===== src/rtl/uart_apb_pkg.sv =====
// Shared types and constants for the UART-to-APB command decoder.
package uart_apb_pkg;

  typedef enum logic [2:0] {
    ST_IDLE    = 3'd0,
    ST_ADDR    = 3'd1,
    ST_WDATA   = 3'd2,
    ST_WR_REQ  = 3'd3,
    ST_RD_REQ  = 3'd4,
    ST_RD_WAIT = 3'd5,
    ST_TX      = 3'd6
  } state_e;

  localparam logic [7:0] CMD_WRITE    = 8'h57;
  localparam logic [7:0] CMD_READ     = 8'h52;
  localparam logic [7:0] DEF_ACK_BYTE = 8'h4B;
  localparam logic [7:0] DEF_ERR_BYTE = 8'h45;

  localparam int ADDR_BYTES = 2;
  localparam int DATA_BYTES = 4;

endpackage


===== src/rtl/uart_apb_resp_ser.sv =====
// Response serializer: holds up to four bytes and presents them MSB first.
// Handshake: a byte is transferred in a cycle where valid & ready are both 1;
// data stays stable while valid is high and ready is low.
module uart_apb_resp_ser (
  input  logic        clk,
  input  logic        rst_n,
  input  logic        load,
  input  logic        multi,
  input  logic [31:0] word,
  output logic        valid,
  output logic [7:0]  data,
  input  logic        ready,
  output logic        done
);

  logic [31:0] word_q;
  logic [1:0]  left_q;
  logic        valid_q;

  // left_q counts bytes still queued behind the one being presented
  always_ff @(posedge clk or negedge rst_n) begin
    if (!rst_n) begin
      word_q  <= '0;
      left_q  <= '0;
      valid_q <= 1'b0;
    end else if (load) begin
      word_q  <= word;
      left_q  <= multi ? 2'd3 : 2'd0;
      valid_q <= 1'b1;
    end else if (valid_q && ready) begin
      if (left_q == 2'd0) begin
        valid_q <= 1'b0;
      end else begin
        left_q <= left_q - 2'd1;
        word_q <= {word_q[23:0], 8'h00};
      end
    end
  end

  assign valid = valid_q;
  assign data  = word_q[31:24];
  assign done  = valid_q && ready && (left_q == 2'd0);

endmodule


===== src/rtl/uart_apb_cmd.sv =====
// Decodes framed read/write commands from the UART byte stream, issues APB
// request pulses and returns ACK/ERR bytes or read data to the transmitter.
module uart_apb_cmd
  import uart_apb_pkg::*;
#(
  parameter int unsigned BYTE_TIMEOUT = 100_000,
  parameter int unsigned RD_TIMEOUT   = 1024,
  parameter logic [7:0]  ACK_BYTE     = DEF_ACK_BYTE,
  parameter logic [7:0]  ERR_BYTE     = DEF_ERR_BYTE
) (
  input  logic        iCLK,
  input  logic        iRESETn,
  input  logic        iRX_VALID,
  input  logic [7:0]  iRX_DATA,
  output logic        oTX_VALID,
  output logic [7:0]  oTX_DATA,
  input  logic        iTX_READY,
  output logic        oAPB_WRITE,
  output logic        oAPB_READ,
  output logic [15:0] oAPB_ADDR,
  output logic [31:0] oAPB_WDATA,
  input  logic        iAPB_RDATA_EN,
  input  logic [31:0] iAPB_RDATA,
  output logic        oOVERRUN,
  output state_e      dbg_state
);

  localparam int BT_W = (BYTE_TIMEOUT > 1) ? $clog2(BYTE_TIMEOUT) : 1;
  localparam int RT_W = (RD_TIMEOUT > 1) ? $clog2(RD_TIMEOUT) : 1;
  localparam logic [BT_W-1:0] BT_LAST = BT_W'(BYTE_TIMEOUT - 1);
  localparam logic [RT_W-1:0] RT_LAST = RT_W'(RD_TIMEOUT - 1);

  state_e state, next_state;

  logic            is_write;
  logic [1:0]      byte_cnt;
  logic            byte_last;
  logic [15:0]     addr_sr;
  logic [31:0]     data_sr;
  logic [BT_W-1:0] byte_timer;
  logic [RT_W-1:0] rd_timer;
  logic [15:0]     apb_addr;
  logic [31:0]     apb_wdata;

  logic        ser_load;
  logic        ser_multi;
  logic [31:0] ser_word;
  logic        ser_done;

  always_ff @(posedge iCLK or negedge iRESETn) begin
    if (!iRESETn) state <= ST_IDLE;
    else          state <= next_state;
  end

  always_comb begin
    next_state = state;
    ser_load   = 1'b0;
    ser_multi  = 1'b0;
    ser_word   = '0;
    byte_last  = (state == ST_ADDR) ? (byte_cnt == 2'(ADDR_BYTES - 1))
                                    : (byte_cnt == 2'(DATA_BYTES - 1));
    case (state)
      ST_IDLE: begin
        if (iRX_VALID && (iRX_DATA == CMD_WRITE || iRX_DATA == CMD_READ))
          next_state = ST_ADDR;
      end
      ST_ADDR, ST_WDATA: begin
        if (iRX_VALID) begin
          if (byte_last) begin
            if (state == ST_WDATA) next_state = ST_WR_REQ;
            else if (is_write)     next_state = ST_WDATA;
            else                   next_state = ST_RD_REQ;
          end
        end else if (byte_timer == BT_LAST) begin
          next_state = ST_IDLE;
        end
      end
      ST_WR_REQ: begin
        next_state = ST_TX;
        ser_load   = 1'b1;
        ser_word   = {ACK_BYTE, 24'h0};
      end
      ST_RD_REQ: begin
        next_state = ST_RD_WAIT;
      end
      ST_RD_WAIT: begin
        // A strobe on the final timer cycle still wins over the timeout
        if (iAPB_RDATA_EN) begin
          next_state = ST_TX;
          ser_load   = 1'b1;
          ser_multi  = 1'b1;
          ser_word   = iAPB_RDATA;
        end else if (rd_timer == RT_LAST) begin
          next_state = ST_TX;
          ser_load   = 1'b1;
          ser_word   = {ERR_BYTE, 24'h0};
        end
      end
      ST_TX: begin
        if (ser_done) next_state = ST_IDLE;
      end
      default: next_state = ST_IDLE;
    endcase
  end

  // Shift registers are kept apart from the APB outputs so the outputs only
  // change at the moment a request pulse is issued.
  always_ff @(posedge iCLK or negedge iRESETn) begin
    if (!iRESETn) begin
      is_write   <= 1'b0;
      byte_cnt   <= '0;
      addr_sr    <= '0;
      data_sr    <= '0;
      byte_timer <= '0;
      rd_timer   <= '0;
      apb_addr   <= '0;
      apb_wdata  <= '0;
    end else begin
      if (state == ST_IDLE) begin
        byte_cnt   <= '0;
        byte_timer <= '0;
        if (iRX_VALID && iRX_DATA == CMD_WRITE)     is_write <= 1'b1;
        else if (iRX_VALID && iRX_DATA == CMD_READ) is_write <= 1'b0;
      end else if (state == ST_ADDR || state == ST_WDATA) begin
        if (iRX_VALID) begin
          byte_timer <= '0;
          byte_cnt   <= byte_last ? 2'd0 : byte_cnt + 2'd1;
          if (state == ST_ADDR) begin
            addr_sr <= {addr_sr[7:0], iRX_DATA};
            if (byte_last && !is_write) apb_addr <= {addr_sr[7:0], iRX_DATA};
          end else begin
            data_sr <= {data_sr[23:0], iRX_DATA};
            if (byte_last) begin
              apb_addr  <= addr_sr;
              apb_wdata <= {data_sr[23:0], iRX_DATA};
            end
          end
        end else if (byte_timer != BT_LAST) begin
          byte_timer <= byte_timer + 1'b1;
        end
      end

      // Timer counts from the read pulse cycle itself, saturating
      if (state == ST_RD_REQ || state == ST_RD_WAIT) begin
        if (rd_timer != RT_LAST) rd_timer <= rd_timer + 1'b1;
      end else begin
        rd_timer <= '0;
      end
    end
  end

  uart_apb_resp_ser u_ser (
    .clk   (iCLK),
    .rst_n (iRESETn),
    .load  (ser_load),
    .multi (ser_multi),
    .word  (ser_word),
    .valid (oTX_VALID),
    .data  (oTX_DATA),
    .ready (iTX_READY),
    .done  (ser_done)
  );

  assign oAPB_WRITE = (state == ST_WR_REQ);
  assign oAPB_READ  = (state == ST_RD_REQ);
  assign oAPB_ADDR  = apb_addr;
  assign oAPB_WDATA = apb_wdata;
  assign oOVERRUN   = iRX_VALID && (state == ST_WR_REQ || state == ST_RD_REQ ||
                                    state == ST_RD_WAIT || state == ST_TX);
  assign dbg_state  = state;

endmodule

===== config.mk =====
export PLATFORM = sky130hd
export DESIGN_NAME = uart_apb_cmd
export DESIGN_NICKNAME = d
export VERILOG_FILES = /design/src/rtl/uart_apb_pkg.sv /design/src/rtl/uart_apb_resp_ser.sv /design/src/rtl/uart_apb_cmd.sv
export SDC_FILE = /design/constraint.sdc
export NUM_CORES = 1
export LEC_CHECK = 0
export BUFFER_PORTS_ARGS = -buffer_cell sky130_fd_sc_hd__buf_2
export CORE_UTILIZATION = 51
export CTS_CLUSTER_DIAMETER = 30
export DETAILED_ROUTE_END_ITERATION = 16
export GPL_ROUTABILITY_DRIVEN = 0
export PLACE_DENSITY = 0.88
export SETUP_SLACK_MARGIN = 0.02
export SYNTH_ARGS = -nofsm -noshare
export SYNTH_HDL_FRONTEND = slang
export SYNTH_SLANG_ARGS = --single-unit

===== constraint.sdc =====
create_clock -name iCLK -period 1.9 [get_ports iCLK]
set_input_delay 0.285 -clock iCLK [delete_from_list [all_inputs] [get_ports iCLK]]
set_output_delay 0.285 -clock iCLK [all_outputs]
set_load 0.02 [all_outputs]

## Yosys cells after proc, flatten, opt, wreduce, memory -nomap -nowiden

Index checks and enable logic that the tools add are counted.

- Output and inout port bits: 63
- Bits of input ports: 45
- Register bits after elaboration: 156
- Logic and storage cells: 118

- Equal/unequal tests: 22
- Multiplexer cells: 44
- Bitwise logic cells: 2
- $add $sub $neg: 4
- Reductions and logical operators: 34

Operators by type and width:

| operator | count |
|---|---|
| 2-to-1 mux 32 bit | 4 |
| 2-to-1 mux 17 bit | 4 |
| case mux 32 bit (2 select lines) | 1 |
| 2-to-1 mux 16 bit | 3 |
| 2-to-1 mux 31 bit | 1 |
| 2-to-1 mux 3 bit | 9 |
| 2-to-1 mux 10 bit | 2 |
| case mux 3 bit (6 select lines) | 1 |
| adder 17 x 1 -> 17 bit, second input constant | 1 |
| == test 17 bit, second input constant | 1 |
| inequality test 17 bit, second input constant | 1 |
| == test 8 x 7 -> 1 bit, second input constant | 2 |
| 2-to-1 mux 2 bit | 8 |
| AND reduction 5 bit | 3 |
| nonzero test 2 bit | 6 |
| adder 10 x 1 -> 10 bit, second input constant | 1 |
| == test 10 bit, second input constant | 1 |
| 2-to-1 mux 1 bit | 10 |
| inequality test 10 bit, second input constant | 1 |
| AND reduction 2 bit | 5 |
| == test 3 bit, second input constant | 3 |
| inequality test 3 bit, second input constant | 3 |
| AND reduction 4 bit | 2 |
| logical AND 1 bit | 7 |
| other kinds (16) | 26 |

## Logic depth before layout (Yosys ltp)

Gate-level depths: netlist of the first run.

- Word-level depth: 6
- Depth in mapped cells: 9

## By module

A second synthesis of the first run with hierarchy kept.

- Cells, all modules: 670
- Area, all modules: 7419.6 um^2

By module, submodules not included:

| module | times used | sequential area each (um^2) | area an instance (um^2) | cells an instance |
|---|---|---|---|---|
| uart_apb_cmd | 1 | 3027.9 | 5739.3 | 482 |
| uart_apb_resp_ser | 1 | 875.8 | 1680.4 | 188 |

## Least setup slack after synthesis of the first run

OpenSTA, ideal clock, no wires.

- Kind: register to register
- Start: reg state[1], in the netlist dbg_state[1]
- End: reg apb_addr[10], in the netlist oAPB_ADDR[10]
- Setup slack: -0.137 ns
- Arrival time: 1.912 ns
- Data required time: 1.775 ns
- Path buffers: 4
- Stages on the path, launching flop included: 10
- Period minus slack after synthesis: 2.037 ns
- Path through: dfrtp_1 > buf_4 > nor3b_2 > buf_6 > xor2_2 > and2_4 > o211a_1 > buf_6 > buf_12 > mux2_4

- Word-level cells in the longest chain between the ends: 5

RTL lines:

| what | RTL line | text |
|---|---|---|
| from (decl) | uart_apb_cmd.sv:33 | `state_e state, next_state;` |
| from (signal assigned) | uart_apb_cmd.sv:52 | `else state <= next_state;` |
| == test 3 x 1 -> 1 bit | uart_apb_cmd.sv:60, uart_apb_cmd.sv:124, uart_apb_cmd.sv:128 |  |
| 2-to-1 mux 1 bit | uart_apb_cmd.sv:60 | `byte_last = (state == ST_ADDR) ? (byte_cnt == 2'(ADDR_BYTES - 1))` |
| logical AND 1 bit | uart_apb_cmd.sv:130 | `if (byte_last && !is_write) apb_addr <= {addr_sr[7:0], iRX_DATA};` |
| inequality test 2 x 1 -> 1 bit (no line) | n/a |  |
| AND reduction 5 bit (no line) | n/a |  |
| to (signal assigned) | uart_apb_cmd.sv:130 |  |
| to (signal assigned) | uart_apb_cmd.sv:134 | `apb_addr <= addr_sr;` |
| to (decl) | uart_apb_cmd.sv:42 | `logic [15:0] apb_addr;` |

Parallel ways exist; a longest one is shown, timed or not.
A chain may end at the register's enable or synchronous reset.

## Worst setup path in the final report of the first run

- Start: reg state[1], in the netlist dbg_state[1]
- End: reg state[0], in the netlist dbg_state[0]

- Word-level cells in the longest chain between the ends: 5

RTL lines:

| what | RTL line | text |
|---|---|---|
| == test 3 x 2 -> 1 bit | uart_apb_cmd.sv:62, uart_apb_cmd.sv:70 |  |
| 2-to-1 mux 3 bit | uart_apb_cmd.sv:70 | `if (state == ST_WDATA) next_state = ST_WR_REQ;` |
| 2-to-1 mux 3 bit | uart_apb_cmd.sv:69 | `if (byte_last) begin` |
| 2-to-1 mux 3 bit | uart_apb_cmd.sv:68 | `if (iRX_VALID) begin` |
| case mux 3 bit (6 select lines) | uart_apb_cmd.sv:62 | `case (state)` |

Parallel ways exist; a longest one is shown, timed or not. The select of a mux whose other input is x is not followed.

==> results.cfg, run 1 <==
[layout]
finalNetCount = 780
area_growth_pct = 28.19
filler_cell_count = 861
finalInstanceArea_sq_mm = 0.009155
stdcell_count = 921
multi_input_area_sq_mm = 0.003133
regArea_sq_mm = 0.003908
n_antenna_cell = 0
layout-drive-gt1-share_pct = 45.23
final_core_util_pct = 68.05

[logic_synthesis]
synthTopCellsByCount = dfrtp_1 (156), mux2_2 (94), nand2_1 (44), o21ai_0 (30), nor2_1 (29)
yosys.area_share.xor_xnor_pct = 2.190
synth_fa_ha_area_share_pct = 0.6657
yosys.area.top_type = dfrtp_1
synthSimpleGateAreaFrac_pct = 10.58
synth-edff-count = 0
synthesis.nets = 633
syn-cell-area_sq_mm = 0.007142
avgSynthCellArea_sq_um = 12.21
async_flop_share_pct = 100.0
ys_types = 58
yosysMostFrequentCell = dfrtp_1
synth_cells = 585
synth.mux.area_fraction_pct = 17.64
yosys_register_bits = 156
synthFlopType = dfrtp_1
yosysTopAreaCellShare_pct = 54.66
synth_top_family_by_area = multiplexers
synth_compound_area_share_pct = 10.42
synthTopCellsByArea = dfrtp_1 (55%), mux2_2 (15%), a2bb2oi_1 (2.5%)
ys_seq_area_share_pct = 54.66
ys_warn_count = 0

[worst_setup_path]
cp_slowest_stage_delay_ps = 460
cp_max_fo = 7
path_common_cell = buf_4
rr_startpoint = dbg_state[1]$_DFFE_PN0P_
worst_ep_arrival_time_ps = 2380
cp_cell_sequence = buf_12, buf_4, xnor2_1, a211oi_1, a311oi_2, buf_4, a21oi_1, a31oi_1
crit_required_ps = 2240
crit_type = flip-flop to flip-flop
slowest_stage = dfrtp_2
critical_path.startpoint_type = flip-flop
end_kind = flip-flop
cp-startpoint = dbg_state[1]$_DFFE_PN0P_

[timing]
postLayoutSetupSlackWorst_ps = -142.5
grt_setup_unrepaired = yes
hold_slack_ps = 68.32
hold_violations = 0
fin_crit_sh_pct = 107.5
clock.fmax_mhz = 489.6
slew_violations = 0
fin_worst_skew_ps = 9.465
setup_viol = 56
fin_tns_setup_ps = -2009
relSlewSlack_pct = 57.62
worstMarginPinSlew_ps = 630.8
period_needed_ps = 2043

[clock_network]
htree_levels = 4
cts.clk_slew.worst_paths_ps = 70
cts_tree = done
clock-root-buffer = clkbuf_16
ctsLongestPathBuffers = 2
numCtsBuffers = 17
cts.sinks = 156
worstSkewPairLatency_ps = 440

[power_and_ir_drop]
p_leak_nw = 4.464
p_sw_mw = 5.058
total_power_mw = 14.08
power_frac_clock_pct = 25.9
power_frac_comb_pct = 37.5
power.internal_mw = 9.021
switching_share_pct = 35.93
ir_drop_mv = 0.9561
powerDensity_mw_per_mm2 = 1538
power_frac_seq_pct = 36.6

[global_route]
grt_max_degree = 58
first_global_vias = 5463
grt_pass1_wl_um = 28170
grt_usage_pct = 25.28
antenna_found_initial = 0
overflow = 0

[route]
drt-pass1-iter-count = 5
drc = 0
drt_iter0_drc = 526
wire_per_inst_um = 22.25
drtAntennaViolNets = 0
num_vias = 5704
vias_per_cell = 6.193
drt-total-wl_um = 20490

[run_status]
failed_checks = negative setup slack
status = complete, but fails checks

[floorplan]
rows = 42
fp.dieH_um = 120.3
core_sq_mm = 0.01345
initial_core_util_pct = 53.09
die_w_um = 120.3
design.die.area_sq_mm = 0.01448
ioPinCount = 108

[place]
port_buffers = 107
place_area_sq_mm = 0.007963
dp_cells = 858
pre_cts_ws_ps = -22.95
dp_hpwl_um = 10850

[run]
maxCapViolCount = 0

[worst_hold_path]
min_path_type = input pin to flip-flop
min-delay-start = iAPB_RDATA[3]
==> power by group through the flow <==
stage | clock, mW | combinational (mW) | sequential (mW)
6_report | 3.64 | 5.28 | 5.16
5_1_grt | 3.81 | 5.57 | 5.24
4_1_cts | 3.64 | 4.47 | 5.06
3_5_place_dp | 0 | 4.18 | 5.07
3_3_place_gp | 0 | 3.98 | 4.98
2_1_floorplan | 0 | 2.92 | 5.07
==> final timing paths <==
path,to,cells past startpoint,slack (ps)
worst max register to register,dbg_state[0]$_DFFE_PN0P_,8,-140
worst min register to register,u_ser.word_q[30]$_DFFE_PN0P_,1,480
max in group asynchronous,u_ser.word_q[15]$_DFFE_PN0P_,3,900
worst min-delay path,u_ser.word_q[3]$_DFFE_PN0P_,2,70
worst max-delay path,dbg_state[0]$_DFFE_PN0P_,8,-140
min in group asynchronous,data_sr[14]$_DFFE_PN0P_,2,350
==> sequential cells by signal, indices dropped and copies added, names as in the netlist, 3 cells and up <==
register and flops:
u_ser.word_q 32, byte_timer 17, oAPB_ADDR 16, oAPB_WDATA 32, rd_timer 10, dbg_state 3
data_sr 24, addr_sr 16
==> cell families after synthesis <==
kind of cell	count (synthesis)
adders and majority gates	4
and+or+nand+nor	145
buffers and inverters	43
DFF	156
AOI/OAI and AO/OA	111
xor gates and xnor gates	17
muxes	109
==> placed cells by master (no fill, tap or decap), types with 4 or more instances in the layout <==
| master | count |
|---|---|
| dfrtp_1 | 153 |
| and3_1 | 7 |
| buf_4 | 37 |
| inv_6 | 5 |
| and2_4 | 5 |
| or3_1 | 4 |
| xor2_1 | 9 |
| buf_2 | 104 |
| nand2_1 | 43 |
| a22o_1 | 8 |
| buf_12 | 12 |
| nand4_1 | 6 |
| nor2b_1 | 6 |
| xnor2_1 | 7 |
| o21ai_0 | 27 |
| a21oi_1 | 21 |
| mux2_4 | 11 |
| mux2i_1 | 4 |
| clkbuf_16 | 21 |
| buf_6 | 6 |
| mux2_2 | 93 |
| a31oi_1 | 7 |
| nor3_1 | 8 |
| nor2_1 | 28 |
| a2bb2oi_1 | 19 |
| nand3_1 | 10 |
| inv_1 | 5 |
==> worst max-delay path: cells and delay by family (launching register included) <==
family	cells	cell delay [ps]
DFF	1	460
buffers and inverters	3	540
xor gates and xnor gates	1	290
AOI/OAI and AO/OA	4	660
==> timing repair <==
action,in CTS,in global routing
gates resized for setup,17,39
pin swaps,2,8
setup buffers,8,18
gates cloned,0,5
hold endpoints to repair,43,0
hold buffers,1,0
setup endpoints to repair,31,139
==> per-layer routing <==
metal,part of all wire (%),global-route usage (%)
met3,6.7,5.236
met5,0,0
met4,4.6,13.19
met1,37,30.70
met2,52,42.49
==> area by class of cell <==
type | count | share of cell area (%)
clock buffer | 17 | 4.647
multi-input combinational | 386 | 34.22
tap | 176 | 2.405
sequential | 156 | 42.68
clock inverter | 15 | 2.228
inverter | 5 | 0.2050
timing repair buffer | 166 | 13.61
No activity file was read; power rests on OpenSTA's default activity.
==> run 2: changes to the inputs <==
ABC_AREA = 1   (was unset)
CORE_UTILIZATION = 52   (was 51)
PLACE_DENSITY = 0.82   (was 0.88)
==> run 2 against run 1 <==
Against the previous run:
- the flow now finishes without violations
- hold slack worse by 3.5 ps
- global-route usage up 0.44 points
- count of clock-buffer cells in the layout up 2
- design area down 2.5%
- critical path type unchanged
- largest power group is now sequential cells
==> results.cfg, run 2 <==
[power_and_ir_drop]
power_frac_clock_pct = 27.7
p_leak_nw = 4.739
switching_share_pct = 38.01
total_power_mw = 12.75
powerDensity_mw_per_mm2 = 1429
power_frac_comb_pct = 34.6
power_frac_seq_pct = 37.7
p_sw_mw = 4.848
power.internal_mw = 7.906
ir_drop_mv = 0.9251

[logic_synthesis]
async_flop_share_pct = 100.0
yosys.area.top_type = dfrtp_1
syn-cell-area_sq_mm = 0.007446
ys_types = 40
yosysMostFrequentCell = nand2_1
yosys_register_bits = 156
synthFlopType = dfrtp_1
ys_seq_area_share_pct = 52.43
synthTopCellsByCount = nand2_1 (318), dfrtp_1 (156), inv_1 (87), o21ai_0 (82), nand3_1 (65)
synth_cells = 931
avgSynthCellArea_sq_um = 7.998
ys_warn_count = 0
synth-edff-count = 0
synthesis.nets = 979
yosysTopAreaCellShare_pct = 52.43
synthTopCellsByArea = dfrtp_1 (52%), nand2_1 (16%), o21ai_0 (5.5%)

[run_status]
status = completed

[worst_hold_path]
min_path_type = input pin to flip-flop

[worst_setup_path]
ff2ff_setup_slack_ps = 120
cp_slowest_stage_delay_ps = 460
crit_required_ps = 2240
end_kind = flip-flop
critPathBufInv = 4
critical_path.startpoint_type = flip-flop
worst_ep_arrival_time_ps = 2120
cp_cell_sequence = buf_4, nor2_2, nand2_2, inv_2, buf_4, a21oi_2, nand3_2, buf_12, nand2_1, o21ai_1
critical-path-top-delay-family = buffers and inverters
slowest_stage = dfrtp_2
crit_type = flip-flop to flip-flop
path_common_cell = buf_4
cp_max_fo = 32

[layout]
area_growth_pct = 19.86
multi_input_area_sq_mm = 0.002918
n_antenna_cell = 0
final_common_cell = nand2_1
filler_cell_count = 1129
layout-drive-gt1-share_pct = 20.43
final_cell_mix = nand2_1 (316), dfrtp_1 (154), buf_2 (105)
regArea_sq_mm = 0.003906
finalNetCount = 1097

[floorplan]
fp.dieH_um = 121.7
ioPinCount = 108
die_w_um = 121.7
initial_core_util_pct = 53.43
rows = 43
design.die.area_sq_mm = 0.01480
core_sq_mm = 0.01393

[timing]
fin_crit_sh_pct = 93.66
grt_setup_unrepaired = yes
clock.fmax_mhz = 562.0
fin_worst_skew_ps = 8.417
relSlewSlack_pct = 70.35
period_needed_ps = 1780
worstMarginPinSlew_ps = 441.4
slew_violations = 0
hold_violations = 0
setup_viol = 0
fin_tns_setup_ps = 0

[global_route]
first_global_vias = 6115
met2_usage_pct = 39.56
antenna_found_initial = 0
met1_usage_pct = 35.45
grt_busiest_layer = met2
grt_max_degree = 58
grtUsageMet3_pct = 4.963
overflow = 0
grt_usage_pct = 25.72
grt_pass1_wl_um = 29320

[clock_network]
htree_levels = 4
clock-root-buffer = clkbuf_16
ctsLongestPathBuffers = 2
cts.sinks = 156
numCtsBuffers = 17
worstSkewPairLatency_ps = 430
cts.clk_slew.worst_paths_ps = 60
cts_tree = done

[route]
drt-pass1-iter-count = 5
drt_iter0_drc = 574
drtAntennaViolNets = 0
wire_per_inst_um = 14.10
drt-total-wl_um = 17510
drc = 0
vias_per_cell = 5.288
num_vias = 6568

[run]
maxCapViolCount = 0

[place]
port_buffers = 107
dp_hpwl_um = 12050
-- run 2: cell count changes in the layout (fill, tap and decap cells not counted), sizes merged, moves of 16 or more --
cell / delta
a2bb2oi: -20
a21oi: -16
buf: -21
inv: +92
nand2: +276
mux2: -105
o21ai: +95
nor2: +33
nand3: +57
-- run 2: timing repair --
item,4_1_cts,5_1_grt
resized for setup,1,9
endpoints found under the hold margin,18,0
hold buffers,1,0
buffers inserted,0,3
pin swaps,0,0
endpoints found under the setup margin,1,31
-- run 2: cells by family (layout without fill, tap and decap cells) --
group           count (synthesis)  count (layout)  synth area share (%)
xor+xnor                        4               4                0.4705
fa+ha+maj                       3               3                0.5042
buf+inv                       143             274                 8.654
compound gates                146             146                 10.70
flops                         156             156                 52.43
simple gates                  475             475                 26.70
mux                             4               4                0.5377
-- run 2: power groups by stage --
stage,clock [mW],combinational (mW),sequential [mW]
after detailed placement,0,4.28,4.83
after CTS,3.56,4.33,4.80
after global routing,3.70,4.95,4.92
after floorplan,0,2.80,5.00
after global placement,0,4.15,4.81
final,3.53,4.42,4.81
-- run 2: worst register-to-register path, delay by kind of cell (launching register included) --
| kind | cells | cell delay [ps] |
|---|---|---|
| buffers and inverters | 4 | 640 |
| and+or+nand+nor | 4 | 430 |
| DFF | 1 | 460 |
| AOI/OAI and AO/OA | 2 | 170 |
-- run 2: final cells by class --
type                    count  share of cell area (%)
well taps                 180                   2.523
multi-input cells         632                   32.69
repair buffers            141                   9.828
inverters                 101                   4.276
flip-flops and latches    156                   43.77
clock buffers              19                   5.075
clock inverters            13                   1.837
-- run 2: per-layer routing --
metal  up-vias  wire length, um
met3        34             1155
met2       262             8135
met1      3072             7752
li1       3200                -
met5         -                0
met4         0              472
-- run 2: final timing paths --
kind | start | to | cells past startpoint
max reg2reg | dbg_state[1]$_DFFE_PN0P_ | oAPB_ADDR[2]$_DFFE_PN0P_ | 10
max in group asynchronous | iRESETn | oAPB_WDATA[21]$_DFFE_PN0P_ | 3
min | iAPB_RDATA[0] | u_ser.word_q[0]$_DFFE_PN0P_ | 3
max | dbg_state[1]$_DFFE_PN0P_ | oAPB_ADDR[2]$_DFFE_PN0P_ | 10
min reg2reg | oAPB_WDATA[27]$_DFFE_PN0P_ | oAPB_WDATA[27]$_DFFE_PN0P_ | 2
min in group asynchronous | iRESETn | oAPB_WDATA[6]$_DFFE_PN0P_ | 2
-- run 2: per-stage QoR --
stage               hold slack (ps)  cell area, sq um  worst slack [ps]  instances  utilization [%]
floorplan                    -10.59              7446             151.5        931                -
global placement              151.1              8250             154.3       1206            59.21
detailed placement            150.3              8250             72.95       1206            59.21
CTS                           58.61              8879             58.64       1239            63.72
global route                  82.20              8925             15.47       1242            64.05
finish                        64.84              8925             120.5       1242            64.05
==> run 3: changes to the inputs <==
CELL_PAD_IN_SITES_DETAIL_PLACEMENT = 1   (was unset)
CELL_PAD_IN_SITES_GLOBAL_PLACEMENT = 1   (was unset)
CORE_UTILIZATION = 38   (was 52)
==> run 3 against run 2 <==
Against the previous run:
- the flow now finishes with violations (negative setup slack)
- global-route usage decreased by 3.1 points
- utilization decreased by 15 points
- fmax decreased by 7.8%
- register-to-register slack worse by 70 ps
- critical endpoint is now oOVERRUN
- largest cell class unchanged
==> results.cfg, run 3 (synthesis results as in run 2) <==
[floorplan]
design.die.area_sq_mm = 0.02016
fp.dieH_um = 142.0
core_sq_mm = 0.01896
die_w_um = 142.0
rows = 50
initial_core_util_pct = 39.28
ioPinCount = 108

[worst_setup_path]
regToRegEndpoint = oAPB_ADDR[4]$_DFFE_PN0P_
rr_worst_depth = 11
crit_type = flip-flop to output port
end_kind = output port
ff2ff_setup_slack_ps = 50
crit_required_ps = 1620
cp-startpoint = dbg_state[2]$_DFFE_PN0P_
cp_max_fo = 7
worst_ep_arrival_time_ps = 1640
rr_startpoint = dbg_state[1]$_DFFE_PN0P_
critical_path.startpoint_type = flip-flop

[route]
drtAntennaViolNets = 0
drt_iter0_drc = 344
drc = 0
drt-pass1-iter-count = 4
wire_per_inst_um = 16.44
vias_per_cell = 4.984
drt-total-wl_um = 21940
num_vias = 6653

[clock_network]
worstSkewPairLatency_ps = 430
clock-root-buffer = clkbuf_16
cts_tree = done
ctsLongestPathBuffers = 2
htree_levels = 4
cts.clk_slew.worst_paths_ps = 70
cts.sinks = 156
numCtsBuffers = 17

[layout]
layout-drive-gt1-share_pct = 22.23
n_antenna_cell = 0
finalInstanceArea_sq_mm = 0.009214
finalNetCount = 1110
stdcell_count = 1335
area_growth_pct = 23.74
final_cell_mix = nand2_1 (312), dfrtp_1 (154), buf_2 (104)
final_common_cell = nand2_1

[timing]
fin_worst_skew_ps = 8.805
fin_crit_sh_pct = 101.5
hold_slack_ps = 66.09
slew_violations = 0
worstMarginPinSlew_ps = 561.5
relSlewSlack_pct = 62.28
postLayoutSetupSlackWorst_ps = -29.19
setup_viol = 1
period_needed_ps = 1929
clock.fmax_mhz = 518.4
grt_setup_unrepaired = yes
hold_violations = 0

[global_route]
overflow = 0
grt_pass1_wl_um = 35820
first_global_vias = 7104
grt_max_degree = 57
grt_usage_pct = 22.66
antenna_found_initial = 0

[place]
place_area_sq_mm = 0.008381
dp_cells = 1290
port_buffers = 107
dp_hpwl_um = 14980

[worst_hold_path]
min_path_type = input pin to flip-flop
min-delay-start = iAPB_RDATA[4]
min_to = u_ser.word_q[4]$_DFFE_PN0P_
worstHoldPathCells = 3

[power_and_ir_drop]
powerDensity_mw_per_mm2 = 1446
total_power_mw = 13.32
ir_drop_mv = 0.8231
p_leak_nw = 4.800

[run_status]
status = complete, but fails checks
failed_checks = negative setup slack

[run]
maxCapViolCount = 0
[run 3: cell count changes in the layout (fill, tap and decap cells not counted), sizes merged]
cell and change:
inv +1, buf +12, clkbuf -1, clkinvlp +4
clkinv -3
[run 3: power by group]
group          total (mW)  leakage (nW)  switching [mW]  internal, mW
Clock                3.58         0.279            1.50          2.09
Combinational        4.91          2.44            3.22          1.69
Sequential           4.82          2.08           0.566          4.26
[run 3: stage by stage]
step / util (%) / TNS, ps / worst slack [ps]
detailed placement: 44.21 / 0 / 60.02
finish: 48.61 / -29.19 / -29.19
floorplan: - / 0 / 151.5
global placement: 44.21 / 0 / 114.0
CTS: 47.81 / 0 / 5.366
global route: 48.61 / -209.9 / -45.76
[run 3: what timing repair did]
item | CTS | global route
resized for setup | 11 | 20
pin swaps | 1 | 3
hold endpoints to repair | 44 | 0
setup endpoints to repair | 9 | 97
gates cloned | 0 | 1
hold buffers | 1 | 0
buffers inserted | 4 | 7
[run 3: worst max-delay path, stage by stage, from the launching register on]
cell      delay (ps)
dfrtp_1          390
inv_2            120
nand2_1          120
inv_2             90
a211oi_4         230
buf_4            160
buf_6            110
[run 3: layout make-up]
cell class / count / area [sq um]
Multi-Input combinational cell: 632 / 2973
Tap cell: 260 / 325.3
Fill cell: 2316 / 9742
Sequential cell: 156 / 3906
Clock inverter: 15 / 187.7
Inverter: 101 / 386.6
Clock buffer: 17 / 425.4
Timing Repair Buffer: 154 / 1010
[run 3: how the worst max path moves through the flow]
stage	end	cells past startpoint
2_1_floorplan	u_ser.word_q[12]$_DFFE_PN0P_	8
3_3_place_gp	oOVERRUN	6
3_5_place_dp	u_ser.word_q[28]$_DFFE_PN0P_	10
4_1_cts	oOVERRUN	6
5_1_grt	oOVERRUN	6
6_report	oOVERRUN	6
[run 3: routing by layer]
metal	vias to the layer above	GRT usage [%]	wire [um]
met1	3284	30.17	10110
li1	3210	-	-
met2	139	37.80	10700
met4	0	7.074	318
met5	-	0	0
met3	20	3.668	815
